[config.mk]
export PLATFORM = sky130hd
export DESIGN_NAME = dcache_axi_bridge
export DESIGN_NICKNAME = d
export VERILOG_FILES = /design/src/rtl/dcache_axi_bridge.sv
export SDC_FILE = /design/constraint.sdc
export NUM_CORES = 2
export LEC_CHECK = 0
export BUFFER_PORTS_ARGS = -buffer_cell sky130_fd_sc_hd__buf_2
export CAP_MARGIN = 20
export CORE_MARGIN = 3
export CORE_UTILIZATION = 35
export CTS_BUF_LIST = sky130_fd_sc_hd__clkbuf_8
export CTS_CLUSTER_SIZE = 28
export DETAILED_ROUTE_END_ITERATION = 8
export PLACE_DENSITY = 0.61
export SLEW_MARGIN = 30
export SYNTH_ARGS = -nofsm -noshare
export SYNTH_HDL_FRONTEND = slang
export SYNTH_SLANG_ARGS = --single-unit
[constraint.sdc]
create_clock -name Clk -period 2.7 [get_ports Clk]
set_clock_uncertainty 0.2 [all_clocks]
set_input_delay 0.135 -clock Clk [delete_from_list [all_inputs] [get_ports Clk]]
set_output_delay 0.135 -clock Clk [all_outputs]
set_load 0.03 [all_outputs]
[src/rtl/dcache_axi_bridge.sv]
// dcache_axi_bridge: AXI4 master behind the data-cache second stage.
// Independent read and write engines; cached accesses move a 256-bit line as
// an 8-beat INCR burst, uncached accesses move a single 32-bit beat. A read
// that targets a line with a write pending or in flight waits for that write.
module dcache_axi_bridge #(
    parameter logic [3:0] AXI_ID     = 4'd1,
    parameter int         LINE_BEATS = 8
) (
    input  logic         Clk,
    input  logic         Rest,
    input  logic         DcaReadAble,
    input  logic         DUnacheRead,
    input  logic [31:0]  DcaReadAddr,
    output logic         DRshankhand,
    output logic [255:0] DcaRDate,
    input  logic         DcaWriteAble,
    input  logic         DWriteUncache,
    input  logic [3:0]   UncacheStrb,
    input  logic [31:0]  DcaWriteAddr,
    input  logic [255:0] DcaWDate,
    output logic         DWshankhand,
    output logic [3:0]   arid,
    output logic [31:0]  araddr,
    output logic [7:0]   arlen,
    output logic [2:0]   arsize,
    output logic [1:0]   arburst,
    output logic         arvalid,
    input  logic         arready,
    input  logic [31:0]  rdata,
    input  logic         rlast,
    input  logic         rvalid,
    input  logic [1:0]   rresp,
    output logic         rready,
    output logic [3:0]   awid,
    output logic [31:0]  awaddr,
    output logic [7:0]   awlen,
    output logic [2:0]   awsize,
    output logic [1:0]   awburst,
    output logic         awvalid,
    input  logic         awready,
    output logic [31:0]  wdata,
    output logic [3:0]   wstrb,
    output logic         wlast,
    output logic         wvalid,
    input  logic         wready,
    input  logic [1:0]   bresp,
    input  logic         bvalid,
    output logic         bready
);

    localparam logic [7:0] LINE_LEN = 8'(LINE_BEATS - 1);

    typedef enum logic [1:0] {R_IDLE, R_ADDR, R_DATA, R_DONE} r_state_e;
    typedef enum logic [2:0] {W_IDLE, W_ADDR, W_DATA, W_RESP, W_DONE} w_state_e;

    r_state_e       r_state_q, r_state_d;
    logic [31:0]    r_addr_q,  r_addr_d;
    logic           r_unc_q,   r_unc_d;
    logic [2:0]     r_cnt_q,   r_cnt_d;
    logic [255:0]   r_line_q,  r_line_d;
    logic [255:0]   r_data_q,  r_data_d;

    w_state_e       w_state_q, w_state_d;
    logic [31:0]    w_addr_q,  w_addr_d;
    logic           w_unc_q,   w_unc_d;
    logic [3:0]     w_strb_q,  w_strb_d;
    logic [2:0]     w_cnt_q,   w_cnt_d;
    logic [255:0]   w_line_q,  w_line_d;

    logic           hazard_s;
    logic [7:0]     r_len_s;
    logic [7:0]     w_len_s;
    logic           w_last_s;
    logic           unused_resp_s;

    // Responses are never retried, so their codes are deliberately dropped.
    assign unused_resp_s = ^{rresp, bresp};

    // Same-line write (requested or still in flight) keeps a new read parked.
    assign hazard_s = (DcaWriteAble && (DcaWriteAddr[31:5] == DcaReadAddr[31:5])) ||
                      ((w_state_q != W_IDLE) && (w_addr_q[31:5] == DcaReadAddr[31:5]));

    assign r_len_s  = r_unc_q ? 8'd0 : LINE_LEN;
    assign w_len_s  = w_unc_q ? 8'd0 : LINE_LEN;
    assign w_last_s = (w_state_q == W_DATA) && ({5'd0, w_cnt_q} == w_len_s);

    assign arid        = AXI_ID;
    assign araddr      = r_addr_q;
    assign arlen       = r_len_s;
    assign arsize      = 3'b010;
    assign arburst     = 2'b01;
    assign arvalid     = (r_state_q == R_ADDR);
    assign rready      = (r_state_q == R_DATA);
    assign DRshankhand = (r_state_q == R_DONE);
    assign DcaRDate    = r_data_q;

    assign awid        = AXI_ID;
    assign awaddr      = w_addr_q;
    assign awlen       = w_len_s;
    assign awsize      = 3'b010;
    assign awburst     = 2'b01;
    assign awvalid     = (w_state_q == W_ADDR);
    assign wvalid      = (w_state_q == W_DATA);
    assign wdata       = w_line_q[{w_cnt_q, 5'd0} +: 32];
    assign wstrb       = w_unc_q ? w_strb_q : 4'hF;
    assign wlast       = w_last_s;
    assign bready      = (w_state_q == W_RESP);
    assign DWshankhand = (w_state_q == W_DONE);

    // Read engine next state: accept, AR handshake, collect beats, retire.
    always_comb begin
        r_state_d = r_state_q;
        r_addr_d  = r_addr_q;
        r_unc_d   = r_unc_q;
        r_cnt_d   = r_cnt_q;
        r_line_d  = r_line_q;
        r_data_d  = r_data_q;
        case (r_state_q)
            R_IDLE: begin
                if (DcaReadAble && !hazard_s) begin
                    r_unc_d   = DUnacheRead;
                    r_addr_d  = DUnacheRead ? DcaReadAddr : {DcaReadAddr[31:5], 5'd0};
                    r_cnt_d   = 3'd0;
                    r_state_d = R_ADDR;
                end else begin
                    r_state_d = R_IDLE;
                end
            end
            R_ADDR: begin
                if (arready) begin
                    r_state_d = R_DATA;
                end else begin
                    r_state_d = R_ADDR;
                end
            end
            R_DATA: begin
                if (rvalid) begin
                    r_line_d[{r_cnt_q, 5'd0} +: 32] = rdata;
                    r_cnt_d = r_cnt_q + 3'd1;
                    if (rlast || ({5'd0, r_cnt_q} == r_len_s)) begin
                        // Result register only changes when a read completes.
                        r_data_d  = r_unc_q ? {224'd0, rdata} : r_line_d;
                        r_state_d = R_DONE;
                    end else begin
                        r_state_d = R_DATA;
                    end
                end else begin
                    r_state_d = R_DATA;
                end
            end
            R_DONE: begin
                r_state_d = R_IDLE;
            end
            default: begin
                r_state_d = R_IDLE;
            end
        endcase
    end

    // Write engine next state: accept, AW handshake, stream beats, await B.
    always_comb begin
        w_state_d = w_state_q;
        w_addr_d  = w_addr_q;
        w_unc_d   = w_unc_q;
        w_strb_d  = w_strb_q;
        w_cnt_d   = w_cnt_q;
        w_line_d  = w_line_q;
        case (w_state_q)
            W_IDLE: begin
                if (DcaWriteAble) begin
                    w_unc_d   = DWriteUncache;
                    w_addr_d  = DWriteUncache ? DcaWriteAddr : {DcaWriteAddr[31:5], 5'd0};
                    w_strb_d  = UncacheStrb;
                    w_line_d  = DcaWDate;
                    w_cnt_d   = 3'd0;
                    w_state_d = W_ADDR;
                end else begin
                    w_state_d = W_IDLE;
                end
            end
            W_ADDR: begin
                if (awready) begin
                    w_state_d = W_DATA;
                end else begin
                    w_state_d = W_ADDR;
                end
            end
            W_DATA: begin
                if (wready && w_last_s) begin
                    w_state_d = W_RESP;
                end else if (wready) begin
                    w_cnt_d = w_cnt_q + 3'd1;
                end else begin
                    w_state_d = W_DATA;
                end
            end
            W_RESP: begin
                if (bvalid) begin
                    w_state_d = W_DONE;
                end else begin
                    w_state_d = W_RESP;
                end
            end
            W_DONE: begin
                w_state_d = W_IDLE;
            end
            default: begin
                w_state_d = W_IDLE;
            end
        endcase
    end

    // Read engine registers; reset abandons any burst without a handshake.
    always_ff @(posedge Clk or negedge Rest) begin
        if (!Rest) begin
            r_state_q <= R_IDLE;
            r_addr_q  <= 32'd0;
            r_unc_q   <= 1'b0;
            r_cnt_q   <= 3'd0;
            r_line_q  <= 256'd0;
            r_data_q  <= 256'd0;
        end else begin
            r_state_q <= r_state_d;
            r_addr_q  <= r_addr_d;
            r_unc_q   <= r_unc_d;
            r_cnt_q   <= r_cnt_d;
            r_line_q  <= r_line_d;
            r_data_q  <= r_data_d;
        end
    end

    // Write engine registers; reset abandons any burst without a handshake.
    always_ff @(posedge Clk or negedge Rest) begin
        if (!Rest) begin
            w_state_q <= W_IDLE;
            w_addr_q  <= 32'd0;
            w_unc_q   <= 1'b0;
            w_strb_q  <= 4'd0;
            w_cnt_q   <= 3'd0;
            w_line_q  <= 256'd0;
        end else begin
            w_state_q <= w_state_d;
            w_addr_q  <= w_addr_d;
            w_unc_q   <= w_unc_d;
            w_strb_q  <= w_strb_d;
            w_cnt_q   <= w_cnt_d;
            w_line_q  <= w_line_d;
        end
    end

endmodule

* Yosys cells after proc, flatten, opt, wreduce, memory -nomap -nowiden
Cells that the tools add are included.
** Operators by class
- Add/sub/neg operators :: 3
- Equality and inequality tests :: 17
- Shift-type cells :: 3
- Mux-type cells :: 25
- Reductions and logical operators :: 19
** Operator list (count)
- bitwise mux 256 bit :: 1
- two-way mux 256 bit :: 1
- variable shift 32 x 10 -> 256 bit, first input constant :: 1
- variable part select 256 x 9 -> 32 bit :: 1
- variable part select 32 x 10 -> 256 bit :: 1
- == test 27 bit :: 2
- two-way mux 3 bit :: 10
- case mux 3 bit (2 select lines) :: 2
- case mux 3 bit (4 select lines) :: 1
- two-way mux 5 bit :: 2
- negation 8 -> 10 bit :: 1
- inequality test 2 bit, second input constant :: 4
- case mux 2 bit (4 select lines) :: 1
- adder 3 x 1 -> 3 bit, second input constant :: 2
- == test 3 x 2 -> 1 bit, second input constant :: 2
- == test 3 bit :: 2
- two-way mux 2 bit :: 3
- AND reduction 2 bit :: 3
- AND reduction 3 bit :: 2
- logical AND 1 bit :: 5
- == test 2 bit, second input constant :: 2
- two-way mux 4 bit :: 1
- AND reduction 4 bit :: 1
- nonzero test 2 bit :: 2
- 11 further kinds :: 14
** Word-level totals
- Bits in registers :: 849
- Output and inout port bits :: 398
- Word-level logic and storage cells :: 79

* Logic depth before layout (Yosys ltp)
- Word-level depth :: 7
- Gate-level depth with buffers :: 12
- Depth with buffers taken out :: 8

* Worst setup path before layout
No wires, ideal clock.
- Kind :: reg2reg
- Start point :: register r_cnt_q[0]
- End point :: register r_line_q[147]
- Library setup time :: 130 ps
- Data arrival time :: 2519 ps
- Slack :: -149 ps
- Cell stages (with the launch flop) :: 12
- Cell sequence :: dfrtp_1 -> inv_1 -> clkbuf_1 -> ha_1 -> ha_1 -> nor4b_1 -> o21ai_1 -> or2_1 -> clkbuf_1 -> clkbuf_1 -> nand2_1 -> o21ai_0
** On the way
- Word-level cells in the longest chain between the ends :: 3
- Elaborated cells on any way between the ends :: 4
- Those cells by class :: add/sub: 1; shift: 2; mux: 1
** RTL lines
- from (decl) :: line 59 : logic [2:0] r_cnt_q, r_cnt_d;
- from (signal assigned) :: line 226 : r_cnt_q <= r_cnt_d;
- negation 8 -> 10 bit * :: line 138 : r_line_d[{r_cnt_q, 5'd0} +: 32] = rdata;
- variable part select 32 x 10 -> 256 bit / variable shift 32 x 10 -> 256 bit (equally long branches) :: line 138
- bitwise mux 256 bit * :: line 138
- to (signal assigned) :: line 227 : r_line_q <= r_line_d;
- to (decl) :: line 60 : logic [255:0] r_line_q, r_line_d;
Mark *: on every way between the ends. The rest lies on a longest branch, timed or not.
A chain may end at the register's enable or synchronous reset.

* Final worst setup path
- Start point :: register w_cnt_q[0]
- End point :: output wdata[11]
** On the way
- Word-level cells in the longest chain between the ends :: 1
** RTL lines
- from (decl) :: line 67 : logic [2:0] w_cnt_q, w_cnt_d;
- from (signal assigned) :: line 246 : w_cnt_q <= w_cnt_d;
- variable part select 256 x 9 -> 32 bit :: line 104 : assign wdata = w_line_q[{w_cnt_q, 5'd0} +: 32];
- to (decl) :: line 41 : output logic [31:0] wdata,
No other way between the ends.

==> metrics.cfg <==
[run_status]
outcome=finished with violations
violations=setup timing

[worst_setup_path]
timing_worst_setup_path_type=reg2out
cp.required_ps=2370
worst-endpoint-arrival_ps=2990
start_kind=flop
path_max_fanout=6
crit_path_end_kind=primary output

[sta]
worstMarginPinSlew_ps=740.0
rsz0062_at_grt=true
drv_slew=0
max_freq_ghz=0.3008
setup_viol=58
maxSlewHeadroom_pct=50.66
setup_slack_ps=-624.7
hold_violations=0
post-route-min-period_ps=3325
period_share_pct=123.1

[clock_tree]
root_buffer=clkbuf_8
numCtsBuffers=151
clock_sinks=849
clkLatencyLatePin_ps=850
tritoncts=done
h-tree-depth=4
clk_pin_slew_ps=60
clockBufferDepth=3

[logic_synthesis]
ys_seq_area_share_pct=57.74
synth_cell_types=54
async_reset_ff_share_pct=100.0
ys.flop_type=dfrtp_1
yosys.area_share.simple_pct=18.41
yosys.area.top_type_share_pct=57.74
synth_top_family_by_area=simple AND/OR/NAND/NOR gates
synthMuxAreaShare_pct=8.753
yosys.area_share.xor_xnor_pct=1.309
yosys_register_bits=849
synth.area.top_cells=dfrtp_1 (58%), nand2_1 (14%), o21ai_0 (5.8%)
synth_edf_count=0
avgSynthCellArea_um2=9.537
synth_cells=3858
netlist_area_mm2=0.03679
synth_warnings=0
synth_common_cells=nand2_1 (1411), dfrtp_1 (849), o21ai_0 (425), a21oi_1 (209), nor2_1 (188)
yosysMostFrequentCell=nand2_1
synth_top_cell_by_area=dfrtp_1
synthAdderAreaFrac_pct=0.2380
synth_compound_area_share_pct=9.760

[final_layout]
nFillCells=8441
finish.net_count=6042
area_growth_pct=53.90
layout.cells.non_filler=7169
drive_gt1_share_pct=22.82
utilization_pct=54.48

[worst_hold_path]
hold_class=in2async

[floorplan]
num_io_pins=770
die_w_um=330.2
rows=118
die_area_mm2=0.1091
coreArea_mm2=0.1039
die_h_um=330.2
start_util_pct=35.40

[power]
power_w=0.05522
powerDensity_mw_per_mm2=975.2
leakagePower_nw=26.65
ir_worst_vdd_uv=741.2

[routing]
drt-total-wl_um=172800
drt-initial-drc-count=4509
firstDrtPassIters=9
num_vias=38919
via_per_inst=5.429
ant_nets=0
drc=0
wl_per_cell_um=24.11

[flow_run]
drv_cap=0

[grt]
grt_util_all_layers_pct=29.21
grt_pass1_wl_um=240900
grt_pass1_vias=38591
antenna_found_initial=22
grt_max_degree=213
grt_remaining_overflow=0

[placement]
dp.final_hpwl_um=87360
place_ws_ps=79.11
dpl.cell_count=5832
port_buffers=737
place.gp.congestion=0.8960

-- cells in the final DEF (no fill, tap or decap), drive strengths merged, types with 2 or more instances in the layout --
master / count
a21o: 2
a21oi: 210
and2: 7
buf: 900
bufinv: 2
clkbuf: 183
clkinv: 10
clkinvlp: 8
conb: 28
dfrtp: 849
diode: 22
dlygate4sd3: 1012
ha: 7
inv: 70
mux2: 110
mux2i: 54
mux4: 64
nand2: 1415
nand2b: 21
nand3: 13
nand4: 7
nor2: 188
nor2b: 2
nor3: 32
nor3b: 3
nor4: 10
nor4b: 2
o2111ai: 2
o21ai: 438
o31ai: 32
or2: 4
or3: 16
xnor2: 21
xor2: 34
-- what timing repair did --
| item | CTS | global route |
|---|---|---|
| endpoints found under the setup margin | 33 | 290 |
| resized for setup | 99 | 25 |
| cloned | 5 | 4 |
| hold buffers | 1013 | 0 |
| endpoints found under the hold margin | 1698 | 0 |
| pin swaps | 0 | 2 |
| buffers inserted | 8 | 29 |
-- power breakdown --
group,internal (W),switching (W)
clock network,0.00631,0.00607
registers,0.0159,0.00277
logic,0.00955,0.0146
total,0.0317,0.0235
-- registers in the layout, summed over array words and instances (netlist names), named ones only --
signal     flops
DcaRDate     256
araddr        32
awaddr        32
r_cnt_q        3
r_line_q     256
r_state_q      1
r_unc_q        1
w_cnt_q        3
w_line_q     256
w_state_q      3
w_strb_q       4
w_unc_q        1
-- worst max-delay path, cell delays in order, from the launching register on --
cell	delay [ps]
dfrtp_4	480
buf_12	140
buf_8	110
buf_16	150
mux4_2	660
mux2_4	410
buf_6	170
-- final cells by class --
cell class                      instances  area [µm²]  area share [%]
Clock inverter                         76       473.0          0.8352
Inverter                               14       52.55         0.09280
Sequential cell                       849       21260           37.54
Timing Repair Buffer                 1914       16110           28.45
Antenna cell                           22       55.05         0.09722
Tap cell                             1380        1727           3.049
Multi-Input combinational cell       2733       14460           25.54
Clock buffer                          181        2491           4.399
-- path summary, 6_finish.rpt --
kind	from	to	slack [ps]	cells past startpoint
worst max register to register	w_state_q[2]	w_line_q[109]	-250	8
worst min-delay path	Rest	r_line_q[31]	60	3
worst min register to register	DcaRDate[88]	DcaRDate[88]	270	2
worst max-delay path	w_cnt_q[0]	wdata[11]	-620	6
max in group asynchronous	Rest	w_line_q[121]	1700	4
min in group Clk	rdata[12]	r_line_q[12]	100	3
-- per-layer routing --
metal  vias up  share of wire (%)  track usage, %
met5         -              0.064          0.6211
met4         6                8.6           18.37
met3      1154                 11           8.804
met2      3007                 45           46.25
met1     18453                 36           34.73
li1      16299                  -               -
-- kinds of logic (layout without fill, tap and decap cells) --
group | Yosys count | after routing
AND/OR/NAND/NOR | 1723 | 1725
flip-flops | 849 | 849
AO/OA/AOI/OAI | 690 | 690
buffers and inverters | 304 | 2185
multiplexers | 228 | 228
XOR/XNOR | 55 | 55
adder cells (fa/ha/maj) | 7 | 7
other | 2 | 50
-- stage by stage --
step | setup TNS [ps] | cell area, µm² | hold slack (ps)
finish | -14450 | 56630 | 60.29
global route | -17480 | 56610 | 20.00
CTS | -14510 | 56200 | 0.1525
detailed placement | 0 | 42540 | 43.66
global placement | 0 | 42540 | 49.10
floorplan | 0 | 36910 | -360.6
(Power assumes the default switching activity.)
